<file path="config.mk">
export PLATFORM = sky130hd
export DESIGN_NAME = mem_copy_strided_flat
export DESIGN_NICKNAME = d
export VERILOG_FILES = /design/src/rtl/mem_copy_strided_pkg.sv /design/src/rtl/mem_copy_strided_if.sv /design/src/rtl/mem_copy_pipe.sv /design/src/rtl/mem_copy_strided.sv /design/src/flat_wrapper.sv
export SDC_FILE = /design/constraint.sdc
export NUM_CORES = 1
export LEC_CHECK = 0
export CAP_MARGIN = 20
export CORE_ASPECT_RATIO = 0.5
export CORE_MARGIN = 3
export CORE_UTILIZATION = 68
export DETAILED_ROUTE_END_ITERATION = 7
export DONT_BUFFER_PORTS = 1
export PLACE_DENSITY = 0.84
export SETUP_SLACK_MARGIN = 0.02
export SYNTH_ARGS = -nofsm -noshare
export SYNTH_HDL_FRONTEND = slang
export SYNTH_SLANG_ARGS = --single-unit
</file>
<file path="constraint.sdc">
create_clock -name i_clk -period 3.3 [get_ports i_clk]
set_input_delay 0.33 -clock i_clk [delete_from_list [all_inputs] [get_ports i_clk]]
set_output_delay 0.33 -clock i_clk [all_outputs]
set_load 0.03 [all_outputs]
</file>
<file path="src/rtl/mem_copy_strided_pkg.sv">
`default_nettype none
// +--------------------------------------------------------------------+
// | mem_copy_strided_pkg : shared constants for the strided copy engine |
// | Revision: 1.0                                                      |
// +--------------------------------------------------------------------+
`ifndef CLOG2
`define CLOG2(x) $clog2(x)
`endif

package mem_copy_strided_pkg;

   // Deepest source-memory read latency the drain counter has to cover
   localparam int RD_LATENCY_MAX = 4;
   localparam int DRAIN_W        = `CLOG2(RD_LATENCY_MAX);

endpackage

`default_nettype wire

</file>
<file path="src/rtl/mem_copy_strided_if.sv">
`default_nettype none
// +--------------------------------------------------------------------+
// | mem_copy_strided_if : control, source-read and dest-write bundle    |
// | Revision: 1.0                                                      |
// +--------------------------------------------------------------------+
interface mem_copy_strided_if #(
   parameter int WIDTH = 32,
   parameter int AW    = 4
);
   logic              i_start;
   logic              i_abort;
   logic [AW-1:0]     i_src_base;
   logic [AW-1:0]     i_dst_base;
   logic [AW-1:0]     i_src_stride;
   logic [AW-1:0]     i_dst_stride;
   logic [AW:0]       i_count;
   logic [AW-1:0]     o_mem_in_addr;
   logic              o_mem_in_en;
   logic [WIDTH-1:0]  i_mem_in;
   logic [AW-1:0]     o_mem_out_addr;
   logic              o_mem_out_en;
   logic [WIDTH-1:0]  o_mem_out;
   logic              o_busy;
   logic              o_done;

   // Copy engine side
   modport slave (
      input  i_start, i_abort, i_src_base, i_dst_base, i_src_stride,
             i_dst_stride, i_count, i_mem_in,
      output o_mem_in_addr, o_mem_in_en, o_mem_out_addr, o_mem_out_en,
             o_mem_out, o_busy, o_done
   );

   // Host / memory side
   modport master (
      output i_start, i_abort, i_src_base, i_dst_base, i_src_stride,
             i_dst_stride, i_count, i_mem_in,
      input  o_mem_in_addr, o_mem_in_en, o_mem_out_addr, o_mem_out_en,
             o_mem_out, o_busy, o_done
   );
endinterface

`default_nettype wire

</file>
<file path="src/rtl/mem_copy_pipe.sv">
`default_nettype none
// +--------------------------------------------------------------------+
// | mem_copy_pipe : fixed-depth valid/data delay line, sync flush       |
// | Revision: 1.0                                                      |
// +--------------------------------------------------------------------+
module mem_copy_pipe #(
   parameter int DEPTH  = 1,
   parameter int DATA_W = 4
) (
   input  wire logic              clk,
   input  wire logic              rst,
   input  wire logic              flush,
   input  wire logic              in_valid,
   input  wire logic [DATA_W-1:0] in_data,
   output logic                   out_valid,
   output logic [DATA_W-1:0]      out_data
);

   logic [DEPTH-1:0]             valid;
   logic [DEPTH-1:0]             valid_in;
   logic [DEPTH-1:0][DATA_W-1:0] data;
   logic [DEPTH-1:0][DATA_W-1:0] data_in;

   for (genvar i = 0; i < DEPTH; i++) begin : g_stage
      if (i == 0) begin : g_head
         assign valid_in[i] = in_valid;
         assign data_in[i]  = in_data;
      end else begin : g_tail
         assign valid_in[i] = valid[i-1];
         assign data_in[i]  = data[i-1];
      end
   end

   // Flush only kills the valids; stale data behind them is harmless
   always_ff @(posedge clk) begin
      if (rst) begin
         valid <= '0;
         data  <= '0;
      end else begin
         valid <= flush ? '0 : valid_in;
         data  <= data_in;
      end
   end

   assign out_valid = valid[DEPTH-1];
   assign out_data  = data[DEPTH-1];

endmodule

`default_nettype wire

</file>
<file path="src/rtl/mem_copy_strided.sv">
`default_nettype none
// +--------------------------------------------------------------------+
// | mem_copy_strided : strided word copy between two memories           |
// | Revision: 1.0                                                      |
// +--------------------------------------------------------------------+
module mem_copy_strided
   import mem_copy_strided_pkg::*;
#(
   parameter int WIDTH         = 32,
   parameter int MAX_MEM_DEPTH = 16,
   parameter int RD_LATENCY    = 1
) (
   input  wire logic          i_clk,
   input  wire logic          i_rst,
   mem_copy_strided_if.slave  bus
);

   localparam int AW = `CLOG2(MAX_MEM_DEPTH);

   typedef enum logic [1:0] {
      S_IDLE  = 2'd0,
      S_READ  = 2'd1,
      S_DRAIN = 2'd2,
      S_DONE  = 2'd3
   } state_t;

   state_t             state;
   logic [AW-1:0]      src_stride;
   logic [AW-1:0]      dst_stride;
   logic [AW-1:0]      src_next;
   logic [AW-1:0]      dst_next;
   logic [AW-1:0]      rd_addr;
   logic [AW-1:0]      rd_dst;
   logic [AW:0]        remaining;
   logic [DRAIN_W-1:0] drain_cnt;
   logic               rd_en;
   logic               busy;
   logic               done;
   logic               flush;
   logic               wr_en;
   logic [AW-1:0]      wr_addr;
   logic [WIDTH-1:0]   rd_data;

   // Abort acts on the same edge in both the FSM and the delay line
   assign flush = bus.i_abort && ((state == S_READ) || (state == S_DRAIN));

   always_ff @(posedge i_clk) begin
      if (i_rst) begin
         state      <= S_IDLE;
         src_stride <= '0;
         dst_stride <= '0;
         src_next   <= '0;
         dst_next   <= '0;
         rd_addr    <= '0;
         rd_dst     <= '0;
         remaining  <= '0;
         drain_cnt  <= '0;
         rd_en      <= 1'b0;
         busy       <= 1'b0;
         done       <= 1'b0;
      end else begin
         done <= 1'b0;
         case (state)
            S_IDLE: begin
               if (bus.i_start) begin
                  busy       <= 1'b1;
                  src_stride <= bus.i_src_stride;
                  dst_stride <= bus.i_dst_stride;
                  if (bus.i_count == '0) begin
                     state <= S_DONE;
                  end else begin
                     state     <= S_READ;
                     rd_en     <= 1'b1;
                     rd_addr   <= bus.i_src_base;
                     rd_dst    <= bus.i_dst_base;
                     src_next  <= bus.i_src_base + bus.i_src_stride;
                     dst_next  <= bus.i_dst_base + bus.i_dst_stride;
                     remaining <= bus.i_count - 1'b1;
                  end
               end
            end
            S_READ: begin
               if (bus.i_abort) begin
                  state <= S_IDLE;
                  rd_en <= 1'b0;
                  busy  <= 1'b0;
               end else if (remaining == '0) begin
                  rd_en <= 1'b0;
                  // The last write leaves the delay line while in DONE
                  if (RD_LATENCY == 1) begin
                     state <= S_DONE;
                  end else begin
                     state     <= S_DRAIN;
                     drain_cnt <= DRAIN_W'(RD_LATENCY - 2);
                  end
               end else begin
                  rd_addr   <= src_next;
                  rd_dst    <= dst_next;
                  src_next  <= src_next + src_stride;
                  dst_next  <= dst_next + dst_stride;
                  remaining <= remaining - 1'b1;
               end
            end
            S_DRAIN: begin
               if (bus.i_abort) begin
                  state <= S_IDLE;
                  busy  <= 1'b0;
               end else if (drain_cnt == '0) begin
                  state <= S_DONE;
               end else begin
                  drain_cnt <= drain_cnt - 1'b1;
               end
            end
            S_DONE: begin
               state <= S_IDLE;
               busy  <= 1'b0;
               done  <= 1'b1;
            end
            default: begin
               state <= S_IDLE;
               rd_en <= 1'b0;
               busy  <= 1'b0;
            end
         endcase
      end
   end

   mem_copy_pipe #(
      .DEPTH  (RD_LATENCY),
      .DATA_W (AW)
   ) u_pipe (
      .clk       (i_clk),
      .rst       (i_rst),
      .flush     (flush),
      .in_valid  (rd_en),
      .in_data   (rd_dst),
      .out_valid (wr_en),
      .out_data  (wr_addr)
   );

   assign rd_data            = bus.i_mem_in;
   assign bus.o_mem_out      = rd_data;
   assign bus.o_mem_in_en    = rd_en;
   assign bus.o_mem_in_addr  = rd_addr;
   assign bus.o_mem_out_en   = wr_en;
   assign bus.o_mem_out_addr = wr_addr;
   assign bus.o_busy         = busy;
   assign bus.o_done         = done;

endmodule

`default_nettype wire

</file>
<file path="src/flat_wrapper.sv">
// flat-port wrapper written by rule: the top's interface ports become plain ports
module mem_copy_strided_flat import mem_copy_strided_pkg::*;
#(
   parameter int WIDTH         = 32,
   parameter int MAX_MEM_DEPTH = 16,
   parameter int RD_LATENCY    = 1
)
  (i_clk, i_rst, bus_i_start, bus_i_abort, bus_i_src_base, bus_i_dst_base, bus_i_src_stride, bus_i_dst_stride, bus_i_count, bus_i_mem_in, bus_o_mem_in_addr, bus_o_mem_in_en, bus_o_mem_out_addr, bus_o_mem_out_en, bus_o_mem_out, bus_o_busy, bus_o_done);
  mem_copy_strided_if #(.WIDTH(WIDTH)) bus_i ();
  input  wire logic i_clk;
  input  wire logic i_rst;
  input wire logic [$bits(bus_i.i_start)-1:0] bus_i_start;
  input wire logic [$bits(bus_i.i_abort)-1:0] bus_i_abort;
  input wire logic [$bits(bus_i.i_src_base)-1:0] bus_i_src_base;
  input wire logic [$bits(bus_i.i_dst_base)-1:0] bus_i_dst_base;
  input wire logic [$bits(bus_i.i_src_stride)-1:0] bus_i_src_stride;
  input wire logic [$bits(bus_i.i_dst_stride)-1:0] bus_i_dst_stride;
  input wire logic [$bits(bus_i.i_count)-1:0] bus_i_count;
  input wire logic [$bits(bus_i.i_mem_in)-1:0] bus_i_mem_in;
  output wire logic [$bits(bus_i.o_mem_in_addr)-1:0] bus_o_mem_in_addr;
  output wire logic [$bits(bus_i.o_mem_in_en)-1:0] bus_o_mem_in_en;
  output wire logic [$bits(bus_i.o_mem_out_addr)-1:0] bus_o_mem_out_addr;
  output wire logic [$bits(bus_i.o_mem_out_en)-1:0] bus_o_mem_out_en;
  output wire logic [$bits(bus_i.o_mem_out)-1:0] bus_o_mem_out;
  output wire logic [$bits(bus_i.o_busy)-1:0] bus_o_busy;
  output wire logic [$bits(bus_i.o_done)-1:0] bus_o_done;
  assign bus_i.i_start = bus_i_start;
  assign bus_i.i_abort = bus_i_abort;
  assign bus_i.i_src_base = bus_i_src_base;
  assign bus_i.i_dst_base = bus_i_dst_base;
  assign bus_i.i_src_stride = bus_i_src_stride;
  assign bus_i.i_dst_stride = bus_i_dst_stride;
  assign bus_i.i_count = bus_i_count;
  assign bus_i.i_mem_in = bus_i_mem_in;
  assign bus_o_mem_in_addr = bus_i.o_mem_in_addr;
  assign bus_o_mem_in_en = bus_i.o_mem_in_en;
  assign bus_o_mem_out_addr = bus_i.o_mem_out_addr;
  assign bus_o_mem_out_en = bus_i.o_mem_out_en;
  assign bus_o_mem_out = bus_i.o_mem_out;
  assign bus_o_busy = bus_i.o_busy;
  assign bus_o_done = bus_i.o_done;
  mem_copy_strided #(.WIDTH(WIDTH), .MAX_MEM_DEPTH(MAX_MEM_DEPTH), .RD_LATENCY(RD_LATENCY)) u_core (.i_clk(i_clk), .i_rst(i_rst), .bus(bus_i));
endmodule
</file>
; ---- Word level (Yosys, flattened, before mapping)
; Index checks and enable logic that the tools add are counted.
[totals]
wordCells = 89
output_inout_bits = 44
register_bits = 41
[classes]
n_reduce_logical = 15
eq_ne = 10
n_mux = 41
n_bitwise = 2
add_sub_neg = 7
[ops]
columns = op, n
row1 = 4-bit 2-to-1 mux, 16
row2 = 4-bit one-hot mux with 2 select lines, 4
row3 = 5-bit 2-to-1 mux, 4
row4 = 4-bit adder, 4
row5 = 2-bit 2-to-1 mux, 6
row6 = 5-bit zero test, 2
row7 = 5-bit one-hot mux with 2 select lines, 1
row8 = 5-bit by 1-bit subtractor with 5-bit output (second input constant), 2
row9 = 2-bit inequality test (second input constant), 4
row10 = 2-bit one-hot mux with 4 select lines, 1
row11 = 1-bit 2-to-1 mux, 7
row12 = 3-bit inequality test (second input constant), 2
row13 = 3-bit AND reduction, 2
row14 = 5-bit AND reduction, 1
row15 = 2-bit equality test (second input constant), 2
row16 = 2-bit zero test, 2
row17 = 2-bit AND reduction, 2
row18 = 4-bit AND reduction, 1
row19 = 2-bit OR reduction, 2
row20 = 1-bit one-hot mux with 3 select lines, 1
row21 = 2-bit by 1-bit equality test with 1-bit output (second input constant), 1
row22 = 2-bit by 1-bit inequality test with 1-bit output (second input constant), 1
row23 = 1-bit inverter, 2
row24 = 1-bit one-hot mux with 2 select lines, 1
row25 = 4 further kinds, 4

; ---- Depth between registers and ports, before layout
; Gate-level depths: netlist of the first run.
[depth]
depth_word = 4
mapped_depth = 9
mapped_depth_nobuf = 7

; ---- Modules after synthesis
; From an unflattened synthesis of the first run, not the netlist that was laid out.
[hier_totals]
hier_cells = 293
hier_area_um2 = 2611.3
[modules_own_cells]
columns = module, instances, cells_each, seq_area_each_um2, area_each_um2
row1 = mem_copy_strided, 1, 283, 720.7, 2473.6
row2 = mem_copy_pipe, 1, 10, 100.1, 137.6

; ---- Worst setup path before layout of the first run
; OpenSTA, ideal clock, no wires.
[synth_timing]
path_type = reg-to-reg
startpoint = register u_core.state[1]
endpoint = register u_core.remaining[4]
t_required_ns = 3.183
period_less_slack_ns = 2.226
stages_incl_launch_ff = 10
arrival_ns = 2.108
setup_time_ns = 0.117
path_buffers = 2
slack_ns = 1.074
cell_sequence = dfxtp_1 -> inv_1 -> ha_1 -> buf_2 -> buf_1 -> mux2i_1 -> ha_1 -> nand2_1 -> a221o_1 -> a32o_1
[synth_via]
elab_chain_len = 3
[synth_rtl]
columns = item, line
row1 = start: declaration, mem_copy_strided.sv:27  ; state_t state;
row2 = start signal: assignment, mem_copy_strided.sv:49  ; state <= S_IDLE;
row3 = start signal: assignment, mem_copy_strided.sv:70  ; state <= S_DONE;
row4 = start signal: assignment, mem_copy_strided.sv:72  ; state <= S_READ;
row5 = 2-bit by 1-bit equality test with 1-bit output or 2-bit zero test (tied branches), mem_copy_strided.sv:63  ; case (state)
row6 = 2-bit inequality test (no source line) or 2-bit nonzero test (tied branches), -
row7 = 5-bit AND reduction (no source line), -
row8 = end signal: assignment, mem_copy_strided.sv:78  ; remaining <= bus.i_count - 1'b1;
row9 = end signal: assignment, mem_copy_strided.sv:101  ; remaining <= remaining - 1'b1;
row10 = end: declaration, mem_copy_strided.sv:34  ; logic [AW:0] remaining;
; Parallel ways exist; a longest one is shown, timed or not.
; A chain may end at the register's enable or synchronous reset.

; ---- Final worst setup path of the first run
[layout_timing]
startpoint = register u_core.state[0]
endpoint = register u_core.dst_next[2]
[layout_via]
elab_chain_len = 3
[layout_rtl]
columns = item, line
row1 = 2-bit by 1-bit equality test with 1-bit output or 2-bit zero test (tied branches), mem_copy_strided.sv:63
row2 = 2-bit inequality test (no source line) or 2-bit nonzero test (tied branches), -
row3 = 5-bit AND reduction (no source line), -
row4 = end signal: assignment, mem_copy_strided.sv:77  ; dst_next <= bus.i_dst_base + bus.i_dst_stride;
row5 = end signal: assignment, mem_copy_strided.sv:100  ; dst_next <= dst_next + dst_stride;
row6 = end: declaration, mem_copy_strided.sv:31  ; logic [AW-1:0] dst_next;
; Parallel ways exist; a longest one is shown, timed or not.

==> out/metrics.yaml, run 1 <==
outcome:
  outcome: "completed"
detailed_routing:
  wl_met2_mm: 2.410
  drtAntennaViolNets: 0
  met1_length_mm: 2.253
  highest_layer: "met4"
  dr_total_vias: 1974
  firstDrtPassIters: 4
  wl_mm: 5.376
  met3WireLength_um: 546
  vias_per_cell: 6.169
  drtIter0Drc: 79
  wire_per_inst_um: 16.80
  drcViolationCount: 0
sta:
  finalCritPeriodShare: 0.7370
  rsz0062_at_grt: "false"
  setup_tns_ns: 0
  period_minus_slack_ns: 2.432
  hold_ws_ns: 0.09042
  tightestPinTransition_ns: 0.5926
  finClkSkew_ns: 0.005798
  fmax_ghz: 0.4112
  final_max_slew_viol_count: 0
  setup_violations: 0
  max_slew_margin: 0.6049
  finalHoldViolations: 0
final_layout:
  antenna_cells: 0
  layout-drive-gt1-share: 0.1041
  final_nets: 348
  area_growth_pct: -5.368
floorplan:
  core_sq_um: 3622
  die_x_um: 95.18
  die_y_um: 50.59
  die_area_sq_um: 4815
  initial_core_util: 0.7465
  rows: 15
  io_pins: 101
logic_synthesis:
  syn_nets: 383
  synthCells: 303
  netlist_area_sq_um: 2704
  synth.avg_cell_area_sq_um: 8.924
  synth_cell_type_count: 41
  synth_edf_count: 0
  async_flop_share: 0
  ys_ff_latch: 41
  synth_warnings: 0
  synth_ff_type: "dfxtp_1"
  ys_seq_area_frac: 0.3036
clock_tree:
  ctsLongestPathBuffers: 2
  clk_latency_ns: 0.30
  hold_buffers: 0
  clockRootBuffer: "clkbuf_8"
  cts_tree: "yes"
  cts_setup_buffers: 0
  clkTransAtPathRegs_ns: 0.08
  htreeDepth: 2
  cts_buffers: 5
  clock-sinks: 41
  cts_resized: 0
worst_setup_path:
  required_ns: 3.52
  path_buf_inv: 2
  worstSetupPathType: "flip-flop to flip-flop"
  crit_fanout: 31
  startpoint_type: "flip-flop"
  timing.rr.start: "u_core.state[0]"
  max_stage_delay_ns: 0.41
  endpoint_kind: "flip-flop"
  cpMaxStageDelayCell: "ha_1"
  arrival_ns: 2.65
  crit_path_start: "u_core.state[0]"
  cp_cell_sequence: "inv_1 -> ha_1 -> nor2b_1 -> a311oi_2 -> and3_1 -> buf_4 -> nor2_1 -> a211oi_2"
  crit_family: "simple AND/OR/NAND/NOR gates"
grt:
  grt_overflow: 0
  grt_pass1_vias: 1984
  track_usage: 0.2405
  grt_max_degree: 42
  antenna_found_initial: 0
  grt_first_pass_wirelength_mm: 9.059
place:
  place_congestion: 0.8808
  hpwlAfterDp_mm: 3.899
  io_buffers: 0
worst_hold_path:
  worstHoldStart: "i_rst"
  hold_class: "input port to flip-flop"
power_and_ir_drop:
  powerDensity_nw_per_um2: 944.2
  power.leakage_uw: 0.001024
  vdd_drop_max_uv: 483.7
job:
  drv_cap: 0
synth_stat cells (6+ instances only):
cell / n / area (sq um)
buf_4: 34 / 255.2
o21ai_0: 7 / 35.03
dfxtp_1: 41 / 820.8
a21oi_1: 19 / 95.09
nand2_1: 13 / 48.80
xnor2_1: 9 / 78.83
mux2i_1: 19 / 190.2
inv_1: 22 / 82.58
a211oi_2: 13 / 162.7
ha_1: 19 / 237.7
nor2b_1: 6 / 37.54
nand3_1: 14 / 70.07
nor2_1: 31 / 116.4
cell usage in the layout (no fill, tap or decap), types with 5 or more instances in the layout:
cell	count
inv_1	22
o21ai_0	7
ha_1	19
a21oi_1	19
nand2_1	13
a211oi_2	13
mux2i_1	19
dfxtp_1	41
nor2b_1	6
xnor2_1	9
clkbuf_8	5
nor2_1	31
nand3_1	14
where the power goes:
part,total [uW],switching [uW],internal [uW]
Sequential,852,199,653
Combinational,1240,728,516
Clock,319,172,147
layout make-up:
| class | instances | area, sq um |
|---|---|---|
| multi-input cells | 195 | 1486 |
| repair buffers | 3 | 22.52 |
| clock buffers | 6 | 72.57 |
| inverters | 22 | 82.58 |
| flip-flops and latches | 41 | 820.8 |
| well taps | 51 | 63.81 |
| clock inverters | 2 | 10.01 |
| fillers | 269 | 1064 |
metrics by stage:
| stage | area, sq um | total power (uW) | util | worst slack, ns | instances |
|---|---|---|---|---|---|
| after global placement | 2476 | 2023 | 0.6836 | 1.107 | 312 |
| after floorplan | 2704 | 2002 | - | 1.074 | 303 |
| after detailed placement | 2476 | 2084 | 0.6836 | 0.9623 | 312 |
| after CTS | 2559 | 2416 | 0.7064 | 0.8794 | 320 |
| final | 2559 | 2416 | 0.7064 | 0.8679 | 320 |
| after global routing | 2559 | 2597 | 0.7064 | 0.7217 | 320 |
registers in the layout, indices dropped and copies added, names as in the netlist, 4 cells and up:
signal,cells
u_core.src_stride,4
u_core.src_next,4
u_core.dst_stride,4
u_core.remaining,5
u_core.dst_next,4
u_core.u_pipe.out_data,4
u_core.bus.o_mem_in_addr,4
u_core.rd_dst,4
routing by layer:
metal,track usage,vias to the layer above
met5,0,-
met4,0.1220,0
met3,0.06886,33
met2,0.3882,75
met1,0.2928,917
li1,-,949
worst paths after layout:
path	depth (start not counted)	slack, ns	end
worst max-delay path	8	0.87	u_core.dst_next[2]
worst min register to register	1	0.46	u_core.u_pipe.out_data[2]
worst min-delay path	1	0.09	u_core.remaining[1]
worst max register to register	8	0.87	u_core.dst_next[2]
logic make-up after synthesis:
group / Yosys count / share of synthesized area
AND/OR/NAND/NOR: 77 / 0.1374
multiplexers: 19 / 0.07034
XOR/XNOR: 12 / 0.03887
buffers and inverters: 67 / 0.1467
adder cells (fa/ha/maj): 23 / 0.1175
AO/OA/AOI/OAI: 64 / 0.1856
flip-flops: 41 / 0.3036
worst reg2reg max path, delay by kind of cell, from the launching register on:
kind | cells | cell delay (ns)
AOI/OAI and AO/OA | 2 | 0.50
buffers and inverters | 2 | 0.46
DFF | 1 | 0.39
and+or+nand+nor | 3 | 0.59
adders and majority gates | 1 | 0.41
(Power assumes the default switching activity.)
==> run 2, diff against run 1 <==
- CORE_UTILIZATION: 68 -> 64
- PLACE_DENSITY: 0.84 -> 0.8
- clock period: 3.3 -> 2.5 ns (I/O delays scaled with it)
==> out/metrics.yaml, run 2 (synthesis results as in run 1) <==
detailed_routing:
  vias_per_cell: 6.028  # was 6.169
  dr_total_vias: 1959  # was 1974
  firstDrtPassIters: 4  # unchanged
  wire_per_inst_um: 16.91  # was 16.80 um
  drcViolationCount: 0  # unchanged
  drtIter0Drc: 86  # was 79
  drtAntennaViolNets: 0  # unchanged
  wl_mm: 5.497  # was 5.376 mm
power_and_ir_drop:
  powerDensity_nw_per_um2: 1287  # was 944.2 nW/um^2
  vdd_drop_max_uv: 534.3  # was 483.7 uV
  power.leakage_uw: 0.001047  # was 0.001024 uW
grt:
  grt_max_degree: 42  # unchanged
  grt_pass1_vias: 1916  # was 1984
  track_usage: 0.2261  # was 0.2405
  grt_first_pass_wirelength_mm: 9.052  # was 9.059 mm
  grt_overflow: 0  # unchanged
  antenna_found_initial: 0  # unchanged
final_layout:
  final_cell_mix: "dfxtp_1, nor2_1, inv_1"  # unchanged
  final_nets: 350  # was 348
  layout.cells.most_common: "dfxtp_1"  # unchanged
  largest_reg_flops: 5  # unchanged
  seqCellArea_sq_um: 820.8  # unchanged
  regMostFlops: "u_core.remaining"  # unchanged
  layout-drive-gt1-share: 0.1107  # was 0.1041
  multi_input_area_sq_um: 1486  # unchanged
  antenna_cells: 0  # unchanged
  area_growth_pct: -3.424  # was -5.368%
  final_util: 0.6555  # was 0.7064
  fillers: 322  # was 269
  post-route-cell-area_sq_um: 2611  # was 2559 sq um
place:
  hpwlAfterDp_mm: 3.996  # was 3.899 mm
  place_congestion: 0.8411  # was 0.8808
  io_buffers: 0  # unchanged
  dpl_cell_area_sq_um: 2495  # was 2476 sq um
job:
  drv_cap: 0  # unchanged
floorplan:
  die_y_um: 51.96  # was 50.59 um
  core_sq_um: 3984  # was 3622 sq um
  initial_core_util: 0.6787  # was 0.7465
  die_x_um: 97.92  # was 95.18 um
  rows: 16  # was 15
  die_area_sq_um: 5088  # was 4815 sq um
  io_pins: 101  # unchanged
worst_hold_path:
  hold_class: "input port to flip-flop"  # unchanged
sta:
  setup_violations: 0  # unchanged
  finClkSkew_ns: 0.005836  # was 0.005798 ns
  rsz0062_at_grt: "false"  # unchanged
  final_max_slew_viol_count: 0  # unchanged
  period_minus_slack_ns: 2.287  # was 2.432 ns
  setup_tns_ns: 0  # unchanged
  finalCritPeriodShare: 0.9147  # was 0.7370
  max_slew_margin: 0.6489  # was 0.6049
  hold_ws_ns: 0.01278  # was 0.09042 ns
  tightestPinTransition_ns: 0.5266  # was 0.5926 ns
  finalHoldViolations: 0  # unchanged
  fmax_ghz: 0.4373  # was 0.4112 GHz
worst_setup_path:
  arrival_ns: 2.47  # was 2.65 ns
  worstSetupPathType: "flip-flop to flip-flop"  # unchanged
  startpoint_type: "flip-flop"  # unchanged
  endpoint_kind: "flip-flop"  # unchanged
  required_ns: 2.69  # was 3.52 ns
  crit_fanout: 12  # was 31
clock_tree:
  cts_resized: 0  # unchanged
  cts_tree: "yes"  # unchanged
  clkTransAtPathRegs_ns: 0.08  # about the same
  htreeDepth: 2  # unchanged
  hold_buffers: 0  # unchanged
  clk_latency_ns: 0.29  # was 0.30 ns
  clockRootBuffer: "clkbuf_8"  # unchanged
  clock-sinks: 41  # unchanged
  ctsLongestPathBuffers: 2  # unchanged
  cts_buffers: 5  # unchanged
  cts_setup_buffers: 0  # unchanged
outcome:
  outcome: "completed"  # unchanged
-- run 2: final cells by class --
type                    count  share of cell area
inverters                  22             0.03162
clock inverters             1             0.01150
repair buffers              5             0.01437
multi-input cells         195              0.5692
clock buffers               7             0.03306
well taps                  54             0.02587
flip-flops and latches     41              0.3143
-- run 2: critical path, cell delays in order, from the launching register on --
cell and delay (ns):
dfxtp_1 0.35, inv_1 0.11, ha_1 0.50, mux2i_1 0.32
ha_1 0.30, nand2_1 0.10, a221o_1 0.28, a32o_1 0.21
-- run 2: final timing paths --
check	startpoint	endpoint	slack, ns	cells after the start
setup / recovery	u_core.state[1]	u_core.remaining[4]	0.21	7
hold / removal	i_rst	u_core.bus.o_mem_in_addr[2]	0.01	1
setup reg to reg	u_core.state[1]	u_core.remaining[4]	0.21	7
hold reg to reg	u_core.dst_stride[0]	u_core.dst_stride[0]	0.46	2
-- run 2: metal layers --
layer / global-route usage / routed length [um] / part of all wire
met5: 0 / 0 / 0
met2: 0.3637 / 2484 / 0.45
met4: 0.1471 / 218 / 0.040
met3: 0.07095 / 484 / 0.088
met1: 0.2660 / 2309 / 0.42
-- run 2: report_power, final --
part / leakage, uW / total [uW] / switching, uW / internal, uW
clock network: 0.0000585 / 554 / 228 / 326
registers: 0.000337 / 1130 / 265 / 862
logic: 0.000651 / 1680 / 964 / 714
-- run 2: stage by stage --
stage          setup slack [ns]  total power, uW  std cells
3_5_place_dp             0.2332             2811        317
4_1_cts                  0.2244             3371        325
6_report                 0.2132             3359        325
3_3_place_gp             0.4337             2725        317
5_1_grt                 0.04383             3628        325
2_1_floorplan            0.2742             2642        303
==> run 3, diff against run 2 <==
- GPL_TIMING_DRIVEN: unset -> 0
- SLEW_MARGIN: unset -> 30
==> out/metrics.yaml, run 3 (synthesis results as in run 1) <==
final_layout:
  fillers: 294  # was 322
  area_growth_pct: 6.016  # was -3.424%
  antenna_cells: 0  # unchanged
  layout.cells.most_common: "dfxtp_1"  # unchanged
  regMostFlops: "u_core.remaining"  # unchanged
  final_cell_mix: "dfxtp_1, buf_4, nor2_1"  # was dfxtp_1, nor2_1, inv_1
  final_nets: 390  # was 350
  layout-drive-gt1-share: 0.2065  # was 0.1107
  largest_reg_flops: 5  # unchanged
  post-route-cell-area_sq_um: 2867  # was 2611 sq um
grt:
  grt_max_degree: 12  # was 42
  antenna_found_initial: 0  # unchanged
  track_usage: 0.2474  # was 0.2261
  grt_first_pass_wirelength_mm: 9.811  # was 9.052 mm
  grt_pass1_vias: 2053  # was 1916
  grt_overflow: 0  # unchanged
floorplan:
  die_x_um: 97.92  # unchanged
  rows: 16  # unchanged
  core_sq_um: 3984  # unchanged
  io_pins: 101  # unchanged
  die_area_sq_um: 5088  # unchanged
  initial_core_util: 0.6787  # unchanged
  die_y_um: 51.96  # unchanged
detailed_routing:
  wire_per_inst_um: 17.30  # was 16.91 um
  drtIter0Drc: 136  # was 86
  dr_total_vias: 2200  # was 1959
  drcViolationCount: 0  # unchanged
  vias_per_cell: 6.044  # was 6.028
  drtAntennaViolNets: 0  # unchanged
  wl_mm: 6.297  # was 5.497 mm
  firstDrtPassIters: 4  # unchanged
place:
  place_congestion: 0.8333  # was 0.8411
  pre_cts_ws_ns: -0.1631  # was 0.2332 ns
  io_buffers: 0  # unchanged
  dpl_cell_area_sq_um: 2771  # was 2495 sq um
  hpwlAfterDp_mm: 4.764  # was 3.996 mm
power_and_ir_drop:
  vdd_drop_max_uv: 611.7  # was 534.3 uV
  power.total_uw: 3501  # was 3359 uW
  powerDensity_nw_per_um2: 1222  # was 1287 nW/um^2
  power.leakage_uw: 0.001204  # was 0.001047 uW
worst_setup_path:
  required_ns: 2.69  # about the same
  crit_fanout: 10  # was 12
  endpoint_kind: "flip-flop"  # unchanged
  startpoint_type: "flip-flop"  # unchanged
  worstSetupPathType: "flip-flop to flip-flop"  # unchanged
  arrival_ns: 2.57  # was 2.47 ns
sta:
  period_minus_slack_ns: 2.374  # was 2.287 ns
  rsz0062_at_grt: "false"  # unchanged
  setup_violations: 0  # unchanged
  fin_ws_ns: 0.1261  # was 0.2132 ns
  setup_tns_ns: 0  # unchanged
  final_max_slew_viol_count: 0  # unchanged
  finClkSkew_ns: 0.006809  # was 0.005836 ns
  finalCritPeriodShare: 0.9496  # was 0.9147
  fmax_ghz: 0.4212  # was 0.4373 GHz
  finalHoldViolations: 0  # unchanged
  hold_ws_ns: 0.04774  # was 0.01278 ns
  max_slew_margin: 0.4422  # was 0.6489
  tightestPinTransition_ns: 0.8366  # was 0.5266 ns
job:
  drv_cap: 0  # unchanged
clock_tree:
  cts_resized: 1  # was 0
  hold_buffers: 0  # unchanged
  cts_setup_buffers: 0  # unchanged
  clockRootBuffer: "clkbuf_8"  # unchanged
  clk_latency_ns: 0.29  # about the same
  htreeDepth: 2  # unchanged
  clock-sinks: 41  # unchanged
  cts_tree: "yes"  # unchanged
  cts_buffers: 5  # unchanged
  clkTransAtPathRegs_ns: 0.07  # was 0.08 ns
  ctsLongestPathBuffers: 2  # unchanged
outcome:
  outcome: "completed"  # unchanged
worst_hold_path:
  hold_class: "input port to flip-flop"  # unchanged
## run 3: cell types whose count changed in the layout (fill, tap and decap cells not counted)
cell / previous run / this run
ha_1: 19 / 18
buf_1: 0 / 2
bufinv_16: 1 / 0
ha_2: 0 / 1
buf_4: 5 / 34
clkbuf_4: 0 / 2
clkbuf_1: 1 / 5
buf_6: 0 / 2
buf_2: 0 / 1
## run 3: through the flow
stage / cells / utilization
floorplan: 303 / -
global placement: 357 / 0.6957
detailed placement: 357 / 0.6957
CTS: 364 / 0.7177
global route: 364 / 0.7195
finish: 364 / 0.7195
## run 3: cell type report
| cell class | instances | area (sq um) | share of cell area |
|---|---|---|---|
| Inverter | 22 | 82.58 | 0.02881 |
| Buffer | 45 | 320.3 | 0.1117 |
| Sequential cell | 41 | 820.8 | 0.2863 |
| Clock buffer | 7 | 86.33 | 0.03012 |
| Tap cell | 54 | 67.56 | 0.02357 |
| Multi-Input combinational cell | 195 | 1489 | 0.5194 |
## run 3: routing by layer
| layer | share of wire | global-route usage |
|---|---|---|
| met4 | 0.013 | 0.08276 |
| met2 | 0.46 | 0.4133 |
| met5 | 0 | 0 |
| met1 | 0.41 | 0.3038 |
| met3 | 0.11 | 0.08434 |
## run 3: worst paths after layout
path                         start                         to  slack, ns  cells past startpoint
hold / removal         bus_i_abort    u_core.u_pipe.out_valid       0.05                      1
setup reg to reg   u_core.state[1]        u_core.remaining[4]       0.13                      9
hold reg to reg   u_core.rd_dst[2]  u_core.u_pipe.out_data[2]       0.46                      1
setup / recovery   u_core.state[1]        u_core.remaining[4]       0.13                      9
## run 3: power breakdown
group          leakage [uW]  switching, uW  internal, uW
sequential         0.000337            263           863
clock             0.0000443            223           219
combinational      0.000822           1130           802
## run 3: worst max-delay path, cell delays in order, from the launching register on
cell,delay (ns)
dfxtp_1,0.34
inv_1,0.10
ha_1,0.27
clkbuf_4,0.26
clkbuf_4,0.25
mux2i_1,0.23
ha_2,0.26
nand2_1,0.08
a221o_1,0.27
a32o_1,0.21
